<file path="src/rtl/spi_slave_shift_if.sv">
// Parallel tx-load / rx-deliver port plus SPI pad signals of spi_slave_shift.
// Optional status signals appear only when SPI_SLAVE_STATUS_EN is defined.
interface spi_slave_shift_if #(
    parameter int MAX_LEN = 32,
    parameter int LEN_W   = 5
) ();
    logic [LEN_W-1:0]   i_len;
    logic               i_lsb;
    logic               i_rx_negedge;
    logic               i_tx_negedge;
    logic [MAX_LEN-1:0] i_tx_data;
    logic               i_tx_valid;
    logic               o_tx_ready;
    logic [MAX_LEN-1:0] o_rx_data;
    logic               o_rx_valid;
    logic               o_busy;
    logic               i_pad_sclk;
    logic               i_pad_ss;
    logic               i_pad_mosi;
    logic               o_pad_miso;
    logic               o_pad_miso_oe;
`ifdef SPI_SLAVE_STATUS_EN
    logic               i_status_clr;
    logic               o_underrun;
    logic               o_abort;
`endif

    modport slave (
        input  i_len, i_lsb, i_rx_negedge, i_tx_negedge, i_tx_data, i_tx_valid,
        input  i_pad_sclk, i_pad_ss, i_pad_mosi,
        output o_tx_ready, o_rx_data, o_rx_valid, o_busy, o_pad_miso, o_pad_miso_oe
`ifdef SPI_SLAVE_STATUS_EN
        , input i_status_clr, output o_underrun, o_abort
`endif
    );

    modport master (
        output i_len, i_lsb, i_rx_negedge, i_tx_negedge, i_tx_data, i_tx_valid,
        output i_pad_sclk, i_pad_ss, i_pad_mosi,
        input  o_tx_ready, o_rx_data, o_rx_valid, o_busy, o_pad_miso, o_pad_miso_oe
`ifdef SPI_SLAVE_STATUS_EN
        , output i_status_clr, input o_underrun, o_abort
`endif
    );
endinterface

</file>
<file path="src/rtl/spi_slave_shift.sv">
// SPI responder, pads oversampled in i_clk; SPI_SLAVE_STATUS_EN adds sticky underrun/abort flags.
// Latency: rx_valid and state changes 3 i_clk cycles after the pad event.
// Backpressure: single-entry tx buffer (valid/ready); rx has none, new characters overwrite.
module spi_slave_shift #(
    parameter int MAX_LEN = 32,
    parameter int LEN_W   = 5
) (
    input logic               i_clk,
    input logic               i_rst,
    spi_slave_shift_if.slave  bus
);
    localparam int CNT_W = $clog2(MAX_LEN + 1);
    localparam int IDX_W = $clog2(MAX_LEN);

    typedef enum logic {IDLE, SHIFT} state_t;

    state_t             state_q;
    logic               sclk_s1_q, sclk_s2_q, sclk_h_q;
    logic               ss_s1_q, ss_s2_q, ss_h_q;
    logic               mosi_s1_q, mosi_s2_q;
    logic [1:0]         prime_q;
    logic               armed_q;
    logic [LEN_W-1:0]   len_q;
    logic               lsb_q, rxn_q, txn_q;
    logic [CNT_W-1:0]   bit_cnt_q;
    logic               sampled_q;
    logic [MAX_LEN-1:0] rx_shift_q, tx_shift_q, tx_buf_q, rx_data_q;
    logic               tx_full_q, rx_valid_q, busy_q;

    logic               sclk_rise, sclk_fall, ss_fall;
    logic               sample_edge, launch_edge, last_sample;
    logic               tx_accept, start;
    logic [IDX_W-1:0]   msb_idx;
    logic [MAX_LEN-1:0] rx_shift_d, tx_shift_d;
    logic               tx_bit;

    assign sclk_rise   = sclk_s2_q & ~sclk_h_q;
    assign sclk_fall   = ~sclk_s2_q & sclk_h_q;
    assign ss_fall     = ~ss_s2_q & ss_h_q;
    assign sample_edge = rxn_q ? sclk_fall : sclk_rise;
    // The first tx bit is held until a sample has been taken, whatever the mode.
    assign launch_edge = (txn_q ? sclk_fall : sclk_rise) & sampled_q;
    assign msb_idx     = (len_q == '0) ? IDX_W'(MAX_LEN - 1) : IDX_W'(len_q - 1'b1);
    assign last_sample = sample_edge && (bit_cnt_q == CNT_W'(msb_idx));
    assign tx_accept   = bus.i_tx_valid & ~tx_full_q;
    assign start       = ((state_q == IDLE) & ss_fall & armed_q)
                       | ((state_q == SHIFT) & ~ss_s2_q & last_sample);
    assign tx_bit      = lsb_q ? tx_shift_q[0] : tx_shift_q[msb_idx];

    always_comb begin
        rx_shift_d = '0;
        tx_shift_d = '0;
        if (lsb_q) begin
            rx_shift_d          = rx_shift_q >> 1;
            rx_shift_d[msb_idx] = mosi_s2_q;
            tx_shift_d          = tx_shift_q >> 1;
        end else begin
            rx_shift_d = {rx_shift_q[MAX_LEN-2:0], mosi_s2_q};
            tx_shift_d = tx_shift_q << 1;
        end
    end

`ifdef SPI_SLAVE_STATUS_EN
    logic underrun_q, abort_q;
    assign bus.o_underrun = underrun_q;
    assign bus.o_abort    = abort_q;
`else
    // Underruns and aborts are silent in this build.
`endif

    always_ff @(posedge i_clk) begin
        if (i_rst) begin
            state_q    <= IDLE;
            sclk_s1_q  <= 1'b0;
            sclk_s2_q  <= 1'b0;
            sclk_h_q   <= 1'b0;
            ss_s1_q    <= 1'b1;
            ss_s2_q    <= 1'b1;
            ss_h_q     <= 1'b1;
            mosi_s1_q  <= 1'b0;
            mosi_s2_q  <= 1'b0;
            prime_q    <= '0;
            armed_q    <= 1'b0;
            len_q      <= '0;
            lsb_q      <= 1'b0;
            rxn_q      <= 1'b0;
            txn_q      <= 1'b0;
            bit_cnt_q  <= '0;
            sampled_q  <= 1'b0;
            rx_shift_q <= '0;
            tx_shift_q <= '0;
            tx_buf_q   <= '0;
            rx_data_q  <= '0;
            tx_full_q  <= 1'b0;
            rx_valid_q <= 1'b0;
            busy_q     <= 1'b0;
`ifdef SPI_SLAVE_STATUS_EN
            underrun_q <= 1'b0;
            abort_q    <= 1'b0;
`endif
        end else begin
            sclk_s1_q <= bus.i_pad_sclk;
            sclk_s2_q <= sclk_s1_q;
            sclk_h_q  <= sclk_s2_q;
            ss_s1_q   <= bus.i_pad_ss;
            ss_s2_q   <= ss_s1_q;
            ss_h_q    <= ss_s2_q;
            mosi_s1_q <= bus.i_pad_mosi;
            mosi_s2_q <= mosi_s1_q;
            // Synced ss only counts once it holds a real pad sample, not its reset value.
            prime_q   <= {prime_q[0], 1'b1};
            if (ss_s2_q && prime_q[1]) armed_q <= 1'b1;

            rx_valid_q <= 1'b0;
            tx_full_q  <= (tx_full_q & ~start) | tx_accept;
            if (tx_accept) tx_buf_q <= bus.i_tx_data;

            if (state_q == SHIFT) begin
                if (ss_s2_q) begin
                    state_q <= IDLE;
                    busy_q  <= 1'b0;
                end else begin
                    if (sample_edge) begin
                        rx_shift_q <= rx_shift_d;
                        bit_cnt_q  <= bit_cnt_q + CNT_W'(1);
                        sampled_q  <= 1'b1;
                        if (last_sample) begin
                            rx_data_q  <= rx_shift_d;
                            rx_valid_q <= 1'b1;
                        end
                    end
                    if (launch_edge) begin
                        tx_shift_q <= tx_shift_d;
                        if (!sample_edge) sampled_q <= 1'b0;
                    end
                end
            end

            if (start) begin
                state_q    <= SHIFT;
                busy_q     <= 1'b1;
                len_q      <= bus.i_len;
                lsb_q      <= bus.i_lsb;
                rxn_q      <= bus.i_rx_negedge;
                txn_q      <= bus.i_tx_negedge;
                bit_cnt_q  <= '0;
                sampled_q  <= 1'b0;
                rx_shift_q <= '0;
                tx_shift_q <= tx_full_q ? tx_buf_q : '0;
            end

`ifdef SPI_SLAVE_STATUS_EN
            underrun_q <= (start & ~tx_full_q) | (underrun_q & ~bus.i_status_clr);
            abort_q    <= ((state_q == SHIFT) & ss_s2_q) | (abort_q & ~bus.i_status_clr);
`endif
        end
    end

    assign bus.o_tx_ready    = ~tx_full_q;
    assign bus.o_rx_data     = rx_data_q;
    assign bus.o_rx_valid    = rx_valid_q;
    assign bus.o_busy        = busy_q;
    assign bus.o_pad_miso_oe = (state_q == SHIFT) & ~ss_s2_q;
    assign bus.o_pad_miso    = bus.o_pad_miso_oe & tx_bit;
endmodule

</file>
<file path="src/flat_wrapper.sv">
// flat-port wrapper written by rule: the top's interface ports become plain ports
module spi_slave_shift_flat 
#(
    parameter int MAX_LEN = 32,
    parameter int LEN_W   = 5
)
  (i_clk, i_rst, bus_i_len, bus_i_lsb, bus_i_rx_negedge, bus_i_tx_negedge, bus_i_tx_data, bus_i_tx_valid, bus_i_pad_sclk, bus_i_pad_ss, bus_i_pad_mosi, bus_o_tx_ready, bus_o_rx_data, bus_o_rx_valid, bus_o_busy, bus_o_pad_miso, bus_o_pad_miso_oe);
  spi_slave_shift_if #(.MAX_LEN(MAX_LEN), .LEN_W(LEN_W)) bus_i ();
  input logic i_clk;
  input logic i_rst;
  input wire logic [$bits(bus_i.i_len)-1:0] bus_i_len;
  input wire logic [$bits(bus_i.i_lsb)-1:0] bus_i_lsb;
  input wire logic [$bits(bus_i.i_rx_negedge)-1:0] bus_i_rx_negedge;
  input wire logic [$bits(bus_i.i_tx_negedge)-1:0] bus_i_tx_negedge;
  input wire logic [$bits(bus_i.i_tx_data)-1:0] bus_i_tx_data;
  input wire logic [$bits(bus_i.i_tx_valid)-1:0] bus_i_tx_valid;
  input wire logic [$bits(bus_i.i_pad_sclk)-1:0] bus_i_pad_sclk;
  input wire logic [$bits(bus_i.i_pad_ss)-1:0] bus_i_pad_ss;
  input wire logic [$bits(bus_i.i_pad_mosi)-1:0] bus_i_pad_mosi;
  output wire logic [$bits(bus_i.o_tx_ready)-1:0] bus_o_tx_ready;
  output wire logic [$bits(bus_i.o_rx_data)-1:0] bus_o_rx_data;
  output wire logic [$bits(bus_i.o_rx_valid)-1:0] bus_o_rx_valid;
  output wire logic [$bits(bus_i.o_busy)-1:0] bus_o_busy;
  output wire logic [$bits(bus_i.o_pad_miso)-1:0] bus_o_pad_miso;
  output wire logic [$bits(bus_i.o_pad_miso_oe)-1:0] bus_o_pad_miso_oe;
  assign bus_i.i_len = bus_i_len;
  assign bus_i.i_lsb = bus_i_lsb;
  assign bus_i.i_rx_negedge = bus_i_rx_negedge;
  assign bus_i.i_tx_negedge = bus_i_tx_negedge;
  assign bus_i.i_tx_data = bus_i_tx_data;
  assign bus_i.i_tx_valid = bus_i_tx_valid;
  assign bus_i.i_pad_sclk = bus_i_pad_sclk;
  assign bus_i.i_pad_ss = bus_i_pad_ss;
  assign bus_i.i_pad_mosi = bus_i_pad_mosi;
  assign bus_o_tx_ready = bus_i.o_tx_ready;
  assign bus_o_rx_data = bus_i.o_rx_data;
  assign bus_o_rx_valid = bus_i.o_rx_valid;
  assign bus_o_busy = bus_i.o_busy;
  assign bus_o_pad_miso = bus_i.o_pad_miso;
  assign bus_o_pad_miso_oe = bus_i.o_pad_miso_oe;
  spi_slave_shift #(.MAX_LEN(MAX_LEN), .LEN_W(LEN_W)) u_core (.i_clk(i_clk), .i_rst(i_rst), .bus(bus_i));
endmodule
</file>
<file path="config.mk">
export PLATFORM = sky130hd
export DESIGN_NAME = spi_slave_shift_flat
export DESIGN_NICKNAME = d
export VERILOG_FILES = /design/src/rtl/spi_slave_shift_if.sv /design/src/rtl/spi_slave_shift.sv /design/src/flat_wrapper.sv
export SDC_FILE = /design/constraint.sdc
export NUM_CORES = 1
export LEC_CHECK = 0
export BUFFER_PORTS_ARGS = -buffer_cell sky130_fd_sc_hd__buf_2
export CORE_ASPECT_RATIO = 0.5
export CORE_MARGIN = 2
export CORE_UTILIZATION = 40
export CTS_BUF_LIST = sky130_fd_sc_hd__clkbuf_8
export DETAILED_ROUTE_END_ITERATION = 6
export PLACE_DENSITY_LB_ADDON = 0.15
export SLEW_MARGIN = 10
export SYNTH_ARGS = -nofsm -noshare
export SYNTH_HDL_FRONTEND = slang
export SYNTH_SLANG_ARGS = --single-unit
export TNS_END_PERCENT = 10
</file>
<file path="constraint.sdc">
create_clock -name i_clk -period 4.05 [get_ports i_clk]
set_input_delay 0.81 -clock i_clk [delete_from_list [all_inputs] [get_ports i_clk]]
set_output_delay 0.81 -clock i_clk [all_outputs]
set_load 0.02 [all_outputs]
</file>
* Yosys cells after proc, flatten, opt, wreduce, memory -nomap -nowiden
Cells that the tools add are included.
** Word-level totals
- Output and inout port bits :: 37
- Register bits :: 158
- Bits of input ports :: 46
- Word-level logic and storage cells :: 92
** Cells by class
- $add $sub $neg :: 2
- Eq/ne operators :: 2
- Multiplexer cells :: 27
- $lt $le $gt $ge :: 2
- Bitwise gates (word level) :: 20
- Reductions and logical operators :: 14
** Operator list (count)
- $mux 32 :: 7
- $bwmux 32 :: 1
- $mux 1 :: 16
- $and 1x1->1 :: 11
- $not 1->1 :: 7
- $add 6x1->6 const B :: 1
- $eq 6x5->1 :: 1
- $lt 5x6->1 const B :: 1
- $reduce_and 3->1 :: 2
- $reduce_bool 2->1 :: 3
- $bmux 1 s5 :: 1
- $demux 1 s5 :: 1
- $ge 5x1->1 const B :: 1
- $logic_not 5->1 :: 1
- $mux 5 :: 1
- $sub 5x1->5 const B :: 1
- $reduce_and 2->1 :: 2
- $reduce_and 4->1 :: 1
- $reduce_or 4->1 :: 1
- $logic_and 1x1->1 :: 3
- $ne 2x2->1 const B :: 1
- $or 1x1->1 :: 2
- $reduce_or 2->1 :: 1

* Longest topological paths before layout
- Depth in word-level cells :: 9
- Gate-level depth with buffers :: 11
- Depth with buffers taken out :: 8

* Worst setup path after synthesis
Ideal clock, no wire load.
- Path type :: register to output
- Start point :: register u_core.len_q[0]
- End point :: output bus_o_pad_miso
- Arrival :: 2.365 ns
- Stages on the path, launching flop included :: 9
- Data required time :: 3.240 ns
- Setup slack :: 0.875 ns
- Path buffers :: 2
- Cells stage by stage :: dfxtp_1 -> buf_6 -> inv_1 -> ha_1 -> buf_1 -> mux4_2 -> nor3_1 -> nor4_1 -> a32o_1
** On the way
- Word-level cells in the longest chain between the ends :: 6
- Elaborated cells between the ends (all ways) :: 7
- Those cells by class :: 1 x add/sub; 4 x mux; 1 x bitwise; 1 x reduce/logical
** RTL lines
- from (decl) :: line spi_slave_shift.sv:23 : logic [LEN_W-1:0] len_q;
- from (signal assigned) :: line spi_slave_shift.sv:142 : len_q <= bus.i_len;
- $sub 5x1->5 / $logic_not 5->1 (equally long branches) :: line spi_slave_shift.sv:43 : assign msb_idx = (len_q == '0) ? IDX_W'(MAX_LEN - 1) : IDX_W'(len_q - 1'b1);
- $mux 5 * :: line spi_slave_shift.sv:43
- $bmux 1 s5 * :: line spi_slave_shift.sv:48 : assign tx_bit = lsb_q ? tx_shift_q[0] : tx_shift_q[msb_idx];
- $mux 1 (implied by the code) * :: line spi_slave_shift.sv:48
- $mux 1 * :: line spi_slave_shift.sv:48
- $and 1x1->1 * :: line spi_slave_shift.sv:164 : assign bus.o_pad_miso = bus.o_pad_miso_oe & tx_bit;
- to (decl) :: line flat_wrapper.sv:24 : output wire logic [$bits(bus_i.o_pad_miso)-1:0] bus_o_pad_miso;
Every way passes the cells marked *; elsewhere a longest branch is shown, timed or not. The select of a mux whose other input is x is not followed.

* Final worst setup path
- Start point :: register u_core.len_q[1]
- End point :: output bus_o_pad_miso
Same word-level chain as after synthesis.

==> impl_metrics.ini <==
[power_and_ir_drop]
seqPwrFrac_pct = 53.3
pwr-share-comb_pct = 5.3
cellPowerDensity_mw_per_mm2 = 334.8
p_clk_share_pct = 41.4
netSwitchingPower_uw = 787.4
ir_worst_vdd_v = 0.0001875
p_leak_uw = 0.003096
internal-power_uw = 2210
p_sw_share_pct = 26.27

[setup_path]
critPathBufInv = 2
cp.required_ns = 3.24
rrSetupSlack_ns = 0.83
r2r_cells = 5
critPathMaxStageDelay_ns = 0.59
cp-end-kind = output port
cp_data_arrival_time_ns = 2.94
cp.depth = 7
startpoint = u_core.len_q[1]$_SDFFE_PP0N_
startpoint_type = flip-flop
cp_max_fo = 12
reg2reg_to = u_core.rx_shift_q[7]$_SDFFE_PP0P_
cp_slowest_cell = ha_2
timing.rr.start = u_core.lsb_q$_SDFFE_PP0N_
worstSetupEndpoint = bus_o_pad_miso
crit_family = adder cells
path_cells = inv_1, ha_2, mux4_2, o32ai_1, nor4_1, a32o_1, buf_2
crit_type = reg -> out

[synth]
synth_top_area_share_pct = 39.45
async_flop_share_pct = 0
synth_area_per_cell_um2 = 8.107
yosys_warnings = 0
synthTopCellsByArea = dfxtp_1, nand2_1, a21oi_1
synth_seq_area_share_pct = 39.45
syn_nets = 1041
yosys-top-cells-count = nand2_1, dfxtp_1, a21oi_1
synth_edf_count = 0
syn_area_mm2 = 0.008018
post-synth-top-count-cell = nand2_1
synth_top_flop_cell = dfxtp_1
yosysTopAreaCell = dfxtp_1
ys_ff_latch = 158
synthCells = 989
synth.distinct_cells = 64

[global_routing]
grt_pass1_vias = 6793
grt_max_degree = 65
antenna_found_initial = 0
grt_util_all_layers_pct = 21.37
grt_overflow = 0
grt_first_pass_wirelength_mm = 36.53

[placed_design]
place_ws_ns = 0.4541
gp_routability_congestion = 0.9662
io_buffers = 82
place_hpwl_mm = 15.24

[finish]
fin_nets = 1075
insertedDiodeCount = 0
drive_above_1_share_pct = 16.41
fill_cells = 1973
areaGrowthSynthToFinish_pct = 11.67

[sta]
final-setup-viol-count = 0
skew_ns = 0.01573
timing.fmax_mhz = 267.0
relSlewSlack_pct = 22.98
worst_pin_slew_ns = 1.150
tns_ns = 0
post-route-period-util_pct = 92.48
layout_setup_ws_ns = 0.3047
hold_viol = 0
drv_slew = 0
timing.final.crit_period_ns = 3.745
rsz0062_at_grt = no

[clocking]
clk_latency_ns = 0.46
h-tree-depth = 4
cts_tree = built
root_buffer = clkbuf_8
cts_buffers = 17
cts_sinks = 158
clk_pin_slew_worst_paths_ns = 0.10
cts_buffer_depth = 2

[die]
die_w_um = 204.2
row_count = 36
die_y_um = 104.1
start_util_pct = 41.01
dieArea_mm2 = 0.02126
io_pins = 83
coreArea_mm2 = 0.01955

[drt]
via_per_inst = 5.479
vias = 7134
dr.pass1.iters = 5
routed_wl_mm = 22.50
wl_per_cell_um = 17.28
drt_iter0_markers = 495
drc = 0
ant_nets = 0

[flow_run]
cap_violations = 0

[min_path]
holdCritPathClass = reg -> reg

[outcome]
outcome = completed
[power by group through the flow]
stage          sequential, µW  clock (µW)  combinational (µW)
4_1_cts                  1600        1270                 158
3_3_place_gp             1630           0                 155
6_report                 1600        1240                 158
2_1_floorplan            1630           0                 109
5_1_grt                  1600        1340                 175
3_5_place_dp             1640           0                 157
[cells by family after synthesis]
family	share of synthesized area [%]
xor gates and xnor gates	0.8739
and+or+nand+nor	19.18
muxes	9.301
AOI/OAI and AO/OA	24.64
DFF	39.45
adders and majority gates	0.9363
buffers and inverters	5.618
[final cells by class]
class / instances / area, µm² / share of cell area [%]
sequential: 158 / 3168 / 35.38
clock inverter: 14 / 157.7 / 1.761
clock buffer: 18 / 247.7 / 2.767
inverter: 9 / 33.78 / 0.3773
tap: 266 / 332.8 / 3.717
multi-input combinational: 733 / 4436 / 49.54
timing repair buffer: 104 / 578.1 / 6.456
[cells in the final DEF, fill, tap and decap left out, drive strengths merged, types with 10 or more instances in the layout]
master / netlist / layout
nand2: 166 / 166
dfxtp: 158 / 158
a21oi: 123 / 123
buf: 26 / 104
o21ai: 70 / 70
mux2i: 61 / 61
o211ai: 55 / 55
nor2: 53 / 53
nand3: 50 / 50
clkbuf: 63 / 18
o2bb2ai: 16 / 16
inv: 7 / 13
nor2b: 10 / 10
[state kept, by name, indices dropped and copies added, names as in the netlist, 2 cells and up]
signal                count
u_core.rx_shift_q        32
u_core.bit_cnt_q          6
u_core.bus.o_rx_data     32
u_core.tx_buf_q          32
u_core.tx_shift_q        32
u_core.len_q              5
u_core.prime_q            2
[layer usage]
| layer | up-vias | track usage [%] | wire (µm) |
|---|---|---|---|
| met5 | - | 0 | 0 |
| met2 | 163 | 31.04 | 9433 |
| li1 | 3611 | - | - |
| met1 | 3338 | 31.87 | 11620 |
| met4 | 0 | 5.797 | 303 |
| met3 | 22 | 4.167 | 1150 |
[how the worst min path moves through the flow]
stage / to / slack (ns) / start / depth (start not counted)
2_1_floorplan: u_core.ss_s2_q$_SDFF_PP1_ / 0.39 / u_core.ss_s1_q$_SDFF_PP1_ / 1
3_3_place_gp: u_core.ss_s2_q$_SDFF_PP1_ / 0.39 / u_core.ss_s1_q$_SDFF_PP1_ / 1
3_5_place_dp: u_core.ss_s2_q$_SDFF_PP1_ / 0.40 / u_core.ss_s1_q$_SDFF_PP1_ / 1
4_1_cts: u_core.ss_s2_q$_SDFF_PP1_ / 0.42 / u_core.ss_s1_q$_SDFF_PP1_ / 1
5_1_grt: u_core.ss_s2_q$_SDFF_PP1_ / 0.43 / u_core.ss_s1_q$_SDFF_PP1_ / 1
6_report: u_core.ss_s2_q$_SDFF_PP1_ / 0.42 / u_core.ss_s1_q$_SDFF_PP1_ / 1
[per-stage QoR]
stage	std cells	power, µW	area (µm²)	hold slack, ns	utilization (%)
floorplan	989	1735	8018	0.3895	-
global placement	1270	1789	8523	0.3917	43.60
CTS	1302	3022	8935	0.4196	45.71
finish	1302	2998	8954	0.4170	45.80
global route	1302	3114	8954	0.4267	45.80
detailed placement	1270	1792	8523	0.3958	43.60
[repair_timing]
item | CTS | global route
hold buffers | 0 | 0
setup endpoints to repair | 1 | 1
resized for setup | 1 | 5
pin swaps | 0 | 0
setup buffers | 0 | 0
Power figures use the tool's default switching activity.
